===== src/rtl/div_signed_ctrl.sv =====
// rtl/div_signed_ctrl.sv - valid/ready signed front end for the unsigned shift-subtract divider
// Optional zero-divisor bypass: define DIV_SIGNED_ZERO_CHK_EN.
module div_signed_ctrl #(
    parameter int DATA_W = 32
) (
    input  logic              clk,
    input  logic              rst,
    input  logic              in_valid,
    output logic              in_ready,
    input  logic              in_signed,
    input  logic [DATA_W-1:0] dividend,
    input  logic [DATA_W-1:0] divisor,
    output logic              out_valid,
    input  logic              out_ready,
    output logic [DATA_W-1:0] quotient,
    output logic [DATA_W-1:0] remainder,
    output logic              div_by_zero,
    output logic              div_en,
    output logic [DATA_W-1:0] div_dividend,
    output logic [DATA_W-1:0] div_divisor,
    input  logic              div_done,
    input  logic [DATA_W-1:0] div_quotient,
    input  logic [DATA_W-1:0] div_remainder
);

    typedef enum logic [1:0] {
        S_IDLE,
        S_RUN,
        S_FIX,
        S_OUT
    } state_t;

    state_t            state;
    logic              sq;
    logic              sr;
    logic [DATA_W-1:0] q_raw;
    logic [DATA_W-1:0] r_raw;

    logic              dvd_neg;
    logic              dsr_neg;
    logic [DATA_W-1:0] dvd_mag;
    logic [DATA_W-1:0] dsr_mag;

    // Two's-complement negate wraps MIN onto itself, which the unsigned core handles as 2^(W-1).
    assign dvd_neg = in_signed & dividend[DATA_W-1];
    assign dsr_neg = in_signed & divisor[DATA_W-1];
    assign dvd_mag = dvd_neg ? -dividend : dividend;
    assign dsr_mag = dsr_neg ? -divisor : divisor;

`ifdef DIV_SIGNED_ZERO_CHK_EN
    logic              zero_path;
    logic [DATA_W-1:0] dvd_raw;
`else
    assign div_by_zero = 1'b0;
`endif

    always_ff @(posedge clk) begin
        if (rst) begin
            state        <= S_IDLE;
            in_ready     <= 1'b1;
            out_valid    <= 1'b0;
            div_en       <= 1'b0;
            quotient     <= '0;
            remainder    <= '0;
            sq           <= 1'b0;
            sr           <= 1'b0;
            q_raw        <= '0;
            r_raw        <= '0;
            div_dividend <= '0;
            div_divisor  <= '0;
`ifdef DIV_SIGNED_ZERO_CHK_EN
            zero_path    <= 1'b0;
            dvd_raw      <= '0;
            div_by_zero  <= 1'b0;
`endif
        end else begin
            case (state)
                S_IDLE: begin
                    if (in_valid) begin
                        div_dividend <= dvd_mag;
                        div_divisor  <= dsr_mag;
                        sq           <= dvd_neg ^ dsr_neg;
                        sr           <= dvd_neg;
                        in_ready     <= 1'b0;
`ifdef DIV_SIGNED_ZERO_CHK_EN
                        dvd_raw      <= dividend;
                        div_by_zero  <= 1'b0;
                        if (divisor == '0) begin
                            zero_path <= 1'b1;
                            state     <= S_FIX;
                        end else begin
                            zero_path <= 1'b0;
                            div_en    <= 1'b1;
                            state     <= S_RUN;
                        end
`else
                        div_en       <= 1'b1;
                        state        <= S_RUN;
`endif
                    end
                end
                S_RUN: begin
                    if (div_done) begin
                        q_raw  <= div_quotient;
                        r_raw  <= div_remainder;
                        div_en <= 1'b0;
                        state  <= S_FIX;
                    end
                end
                S_FIX: begin
`ifdef DIV_SIGNED_ZERO_CHK_EN
                    if (zero_path) begin
                        quotient    <= '1;
                        remainder   <= dvd_raw;
                        div_by_zero <= 1'b1;
                    end else begin
                        quotient  <= sq ? -q_raw : q_raw;
                        remainder <= sr ? -r_raw : r_raw;
                    end
`else
                    quotient  <= sq ? -q_raw : q_raw;
                    remainder <= sr ? -r_raw : r_raw;
`endif
                    out_valid <= 1'b1;
                    state     <= S_OUT;
                end
                S_OUT: begin
                    if (out_ready) begin
                        out_valid <= 1'b0;
                        in_ready  <= 1'b1;
                        state     <= S_IDLE;
                    end
                end
                default: state <= S_IDLE;
            endcase
        end
    end

endmodule


===== config.mk =====
export PLATFORM = sky130hd
export DESIGN_NAME = div_signed_ctrl
export DESIGN_NICKNAME = d
export VERILOG_FILES = /design/src/rtl/div_signed_ctrl.sv
export SDC_FILE = /design/constraint.sdc
export NUM_CORES = 1
export LEC_CHECK = 0
export BUFFER_PORTS_ARGS = -buffer_cell sky130_fd_sc_hd__buf_2
export CAP_MARGIN = 20
export CORE_ASPECT_RATIO = 0.8
export CORE_MARGIN = 1.5
export CORE_UTILIZATION = 53
export DETAILED_ROUTE_END_ITERATION = 10
export PLACE_DENSITY = 0.79
export SLEW_MARGIN = 20
export SYNTH_ARGS = -nofsm -noshare
export SYNTH_HDL_FRONTEND = slang
export SYNTH_SLANG_ARGS = --single-unit

===== constraint.sdc =====
create_clock -name clk -period 2.7 [get_ports clk]
set_input_delay 0.405 -clock clk [delete_from_list [all_inputs] [get_ports clk]]
set_output_delay 0.405 -clock clk [all_outputs]
set_load 0.03 [all_outputs]

## After elaboration in Yosys (flattened, before gate mapping)

Cells that the tools add are included.
W data, S select, Z words.

- Flip-flop bits (word level): 199
- Bits of input ports: 134
- Output and inout bits: 132
- Word-level logic and storage cells: 51

- Add/sub/neg operators: 4
- Equal/unequal tests: 6
- Muxes and demuxes: 16
- Bitwise gates (word level): 3
- Reduce and logical (&&, ||, !) cells: 10

Operators with widths:

| cell | count |
|---|---|
| $mux W32 | 4 |
| $neg A32 Y32 | 4 |
| $reduce_and A3 Y1 | 3 |
| $pmux W2 S4 | 1 |
| $mux W2 | 3 |
| $ne A2 B2 Y1 const B | 3 |
| $pmux W1 S2 | 3 |
| $reduce_and A2 Y1 | 3 |
| $reduce_bool A2 Y1 | 3 |
| $mux W1 | 5 |
| $eq A2 B2 Y1 const B | 2 |
| $and A1 B1 Y1 | 2 |
| $eq A2 B1 Y1 const B | 1 |
| $logic_not A2 Y1 | 1 |
| $xor A1 B1 Y1 | 1 |

## Longest topological paths before layout

- Depth in word-level cells: 3
- Mapped depth: 9
- Gate-level depth less buffers: 7

## Least setup slack after synthesis

No wires, ideal clock.

- Kind: input to register
- From: in dividend[6]
- To: reg div_dividend[23]
- Setup time: 0.086 ns
- Arrival time: 2.019 ns
- Data required time: 2.614 ns
- Setup slack: 0.596 ns
- Stages: 5
- Buffers on the path: 0
- Path through: or4_4 or4_4 o31ai_1 xor2_1 a211oi_1

- Word-level cells in the longest chain between the ends: 2

RTL lines:

| element | RTL line | source |
|---|---|---|
| start: declaration | 11 | `input logic [DATA_W-1:0] dividend,` |
| $neg A32 Y32 | 47 | `assign dvd_mag = dvd_neg ? -dividend : dividend;` |
| $mux W32 | 47 |  |
| end signal: assignment | 80 | `div_dividend <= dvd_mag;` |
| end: declaration | 19 | `output logic [DATA_W-1:0] div_dividend,` |

Every way passes these cells.
A chain may end at the register's enable or synchronous reset.

## Worst setup path in the final report

- From: reg q_raw[9]
- To: reg quotient[26]

- Word-level cells in the longest chain between the ends: 2

RTL lines:

| element | RTL line | source |
|---|---|---|
| start: declaration | 36 | `logic [DATA_W-1:0] q_raw;` |
| start signal: assignment | 104 | `q_raw <= div_quotient;` |
| $neg A32 Y32 | 121 | `quotient <= sq ? -q_raw : q_raw;` |
| $mux W32 | 121 |  |
| end signal: assignment | 121 |  |
| end: declaration | 15 | `output logic [DATA_W-1:0] quotient,` |

Every way passes these cells.

==> summary.txt <==
Clock network
  • Register clock-pin slew on the reported worst setup and hold paths: 0.07 ns
  • Number of gates resized after cts: 0
  • TritonCTS clock tree: built
  • Worst skew pair latency: 0.43 ns
  • Cell at the root of the clock tree: sky130_fd_sc_hd__clkbuf_16
  • Deepest clock path buffer count: 2
  • Level count of the clock H-tree: 4
  • Number of hold buffers added after CTS: 0
  • Number of clock sinks: 199
  • Number of buffers added by the clock tree synthesis step: 17
  • Setup Buffers After CTS: 0

Job
  • Max capacitance violation total: 0

Synth
  • Synth Warn #: 0
  • Post-synthesis cell type with the largest combined area: sky130_fd_sc_hd__dfxtp_1
  • Net count after synthesis: 1363
  • Main synth FF type: sky130_fd_sc_hd__dfxtp_1
  • Area contributors post-synth: sky130_fd_sc_hd__dfxtp_1 40%, sky130_fd_sc_hd__nand2_1 7.6%, sky130_fd_sc_hd__xor2_1 4.7%, sky130_fd_sc_hd__a21oi_1 4.6%, sky130_fd_sc_hd__nor2_1 4.5%
  • Number of synthesized register bits: 199
  • Unique cell type count in the Yosys netlist: 62
  • Area share of the leading cell type in the synthesized netlist: 0.404
  • Syn Inst Count: 1220
  • Number of flops mapped to enable cells by yosys: 0
  • Register area share after synthesis: 0.404
  • Post-synthesis average cell area: 8.09 um^2
  • Share of flip-flops with an asynchronous set or reset: 0
  • Post-synthesis instance area: 0.00987 mm^2

Global route
  • Vias in the first global route: 8712
  • GR Overflow Total: 0
  • All-Layer GR Usage: 0.278
  • Wire length of the first global-routing pass: 44200 um
  • Pin count of the biggest net entering global routing: 85
  • Number of antenna violations at the first check in global routing: 0

Power and ir drop
  • Total power per unit cell area: 925 mW/mm^2
  • Leak Pwr: 4.96 nW
  • Maximum vdd ir drop: 0.574 mV

Floorplan
  • Floorplan die area: 0.0195 mm^2
  • Ports: 266
  • Initial core utilization: 0.543
  • Die Y-Extent: 125 um
  • Floorplan die width: 156 um
  • Number of standard-cell rows in the floorplan: 44
  • Area of the placeable core: 0.0182 mm^2

Route
  • Initial detailed-routing violation count: 832
  • Number of nets with antenna violations after detailed routing: 0
  • First drt pass iteration count: 6
  • Final Routed Wirelength: 27500 um
  • Number of vias per cell after detailed routing: 5.76
  • Average wire length per cell after detail routing: 16.2 um
  • Total number of vias: 9774
  • DRC violations left: 0

Worst setup path
  • Crit-path max FO: 6
  • Worst Setup SP: q_raw[9]$_SDFFE_PP0P_
  • Worst EP required: 3.00 ns
  • Type of the worst setup path: reg2reg
  • Capture point of the critical path: quotient[26]$_SDFFE_PP0P_
  • Data arrival time of the critical path: 2.58 ns
  • Setup slack of the worst register-to-register path: 0.41 ns
  • Reg-to-Reg End: quotient[26]$_SDFFE_PP0P_
  • Element type at the critical path start: flip-flop
  • Capturing element type of the critical path: flip-flop
  • Depth of the most critical reg-to-reg path: 5
  • FF-to-FF Start: q_raw[9]$_SDFFE_PP0P_

Timing
  • Final-report hold violation count: 0
  • Final Max Slew Viols: 0
  • Max Freq: 0.437 GHz
  • Sum Neg Setup Slack: 0 ns
  • Worst-case headroom to the max-slew limit: 0.442
  • Least-Margin Pin Slew: 0.835 ns
  • Final setup margin: 0.411 ns
  • Total of endpoints with negative setup slack in the final report: 0
  • Period utilization: 0.848
  • Fin Clk Skew: 0.0112 ns
  • Setup repair after global routing missed its margin: no
  • Minimum period implied by the final worst setup slack: 2.29 ns

Layout
  • Area of the multi-input gates: 0.00551 mm^2
  • Post-layout net count: 1597
  • Antenna diodes: 0
  • Sequential Area: 0.00398 mm^2
  • Post-route cell area: 0.0121 mm^2
  • Fraction of final layout cells sized beyond drive strength 1: 0.244
  • Layout overhead on the synthesized area: 22.9%
  • Number of fill cells: 1571

Place
  • Worst setup timing slack at the placement stage: 0.326 ns
  • Last weighted congestion value of the routability-driven placer: 0.866
  • Final HPWL from detailed placement: 19500 um
  • Post-detailed-placement cell area: 0.0115 mm^2
  • Count of input and output buffers: 264

Outcome
  • Run status: completed

Worst hold path
  • Startpoint of the worst hold path: dividend[30]
  • Type of the most critical hold path: in2reg
[placed cells by master, fill, tap and decap left out, types with 14 or more instances in the layout]
cell type,instances
sky130_fd_sc_hd__nor2_1,118
sky130_fd_sc_hd__or4_1,14
sky130_fd_sc_hd__nor4_1,21
sky130_fd_sc_hd__buf_4,30
sky130_fd_sc_hd__mux2i_1,23
sky130_fd_sc_hd__inv_1,21
sky130_fd_sc_hd__buf_2,263
sky130_fd_sc_hd__dfxtp_1,199
sky130_fd_sc_hd__or3_1,16
sky130_fd_sc_hd__a21oi_1,90
sky130_fd_sc_hd__clkbuf_16,17
sky130_fd_sc_hd__a211oi_1,54
sky130_fd_sc_hd__a31oi_1,19
sky130_fd_sc_hd__o31ai_1,23
sky130_fd_sc_hd__xnor2_1,32
sky130_fd_sc_hd__nor2b_1,17
sky130_fd_sc_hd__o21ai_0,50
sky130_fd_sc_hd__o22ai_1,16
sky130_fd_sc_hd__nand2_1,198
sky130_fd_sc_hd__xor2_1,53
sky130_fd_sc_hd__nor3_1,16
[cells by family (layout without fill, tap and decap cells)]
| group | count (synthesis) | after routing | synth area share |
|---|---|---|---|
| AND/OR/NAND/NOR | 485 | 485 | 0.242 |
| AO/OA/AOI/OAI | 313 | 313 | 0.204 |
| flip-flops | 199 | 199 | 0.404 |
| buffers and inverters | 105 | 352 | 0.0406 |
| XOR/XNOR | 85 | 85 | 0.0754 |
| multiplexers | 23 | 23 | 0.0233 |
| adder cells (fa/ha/maj) | 9 | 9 | 0.0114 |
| other | 1 | 1 | 0.000380 |
[worst min-delay path by stage]
stage          slack [ns]  cells after the start                             to
4_1_cts              0.19                      2  div_dividend[31]$_SDFFE_PP0P_
2_1_floorplan        0.45                      2         q_raw[31]$_SDFFE_PP0P_
5_1_grt              0.19                      2  div_dividend[31]$_SDFFE_PP0P_
3_3_place_gp         0.43                      2  div_dividend[24]$_SDFFE_PP0P_
6_report             0.21                      2  div_dividend[31]$_SDFFE_PP0P_
3_5_place_dp         0.44                      2  div_dividend[18]$_SDFFE_PP0P_
[state kept, by name, summed over array words and instances, names as in the netlist, 2 cells and up]
signal        flops
q_raw            32
div_divisor      32
remainder        32
quotient         32
state             2
div_dividend     32
r_raw            32
[cell usage after synthesis (10+ instances only)]
| library cell | instances |
|---|---|
| sky130_fd_sc_hd__dfxtp_1 | 199 |
| sky130_fd_sc_hd__nand2_1 | 199 |
| sky130_fd_sc_hd__nor2_1 | 119 |
| sky130_fd_sc_hd__a21oi_1 | 90 |
| sky130_fd_sc_hd__clkbuf_1 | 70 |
| sky130_fd_sc_hd__a211oi_1 | 54 |
| sky130_fd_sc_hd__xor2_1 | 53 |
| sky130_fd_sc_hd__o21ai_0 | 50 |
| sky130_fd_sc_hd__xnor2_1 | 32 |
| sky130_fd_sc_hd__mux2i_1 | 23 |
| sky130_fd_sc_hd__o31ai_1 | 23 |
| sky130_fd_sc_hd__inv_1 | 21 |
| sky130_fd_sc_hd__nor4_1 | 21 |
| sky130_fd_sc_hd__a31oi_1 | 19 |
| sky130_fd_sc_hd__nor2b_1 | 17 |
| sky130_fd_sc_hd__nor3_1 | 16 |
| sky130_fd_sc_hd__o22ai_1 | 16 |
| sky130_fd_sc_hd__or3_1 | 16 |
| sky130_fd_sc_hd__or4_1 | 14 |
| sky130_fd_sc_hd__nand3_1 | 13 |
| sky130_fd_sc_hd__nand4_1 | 13 |
| sky130_fd_sc_hd__o41ai_1 | 12 |
| sky130_fd_sc_hd__a41oi_1 | 10 |
| sky130_fd_sc_hd__buf_1 | 10 |
[cell type report]
| cell class | count | share of cell area |
|---|---|---|
| repair buffers | 298 | 0.135 |
| inverters | 22 | 0.00681 |
| clock inverters | 15 | 0.0172 |
| clock buffers | 17 | 0.0351 |
| well taps | 230 | 0.0237 |
| multi-input cells | 916 | 0.454 |
| flip-flops and latches | 199 | 0.328 |
[critical path: stages, from the launching register on]
cell and delay [ns]:
sky130_fd_sc_hd__dfxtp_1 0.38, sky130_fd_sc_hd__nor4_1 0.63, sky130_fd_sc_hd__nand3_1 0.36, sky130_fd_sc_hd__o41a_1 0.55, sky130_fd_sc_hd__xnor2_1 0.16, sky130_fd_sc_hd__o21ai_0 0.08
[power breakdown]
group | switching (mW) | internal, mW | total, mW
combinational | 2.98 | 1.51 | 4.49
clock | 1.23 | 1.51 | 2.73
sequential | 0.457 | 3.54 | 4.00
[metrics by stage]
step	utilization	std cells	total power, mW	hold slack (ns)
2_1_floorplan	-	1220	7.11	0.448
3_3_place_gp	0.633	1665	8.41	0.434
3_5_place_dp	0.633	1665	8.52	0.438
4_1_cts	0.667	1697	11.2	0.187
5_1_grt	0.668	1697	11.9	0.186
6_report	0.668	1697	11.2	0.206
[metal layers]
metal / track usage / vias up / wire (um)
li1: - / 4836 / -
met1: 0.403 / 4526 / 12900
met5: 0 / - / 0
met2: 0.429 / 381 / 12400
met3: 0.0471 / 31 / 1830
met4: 0.0706 / 0 / 434
(Power assumes the default switching activity.)
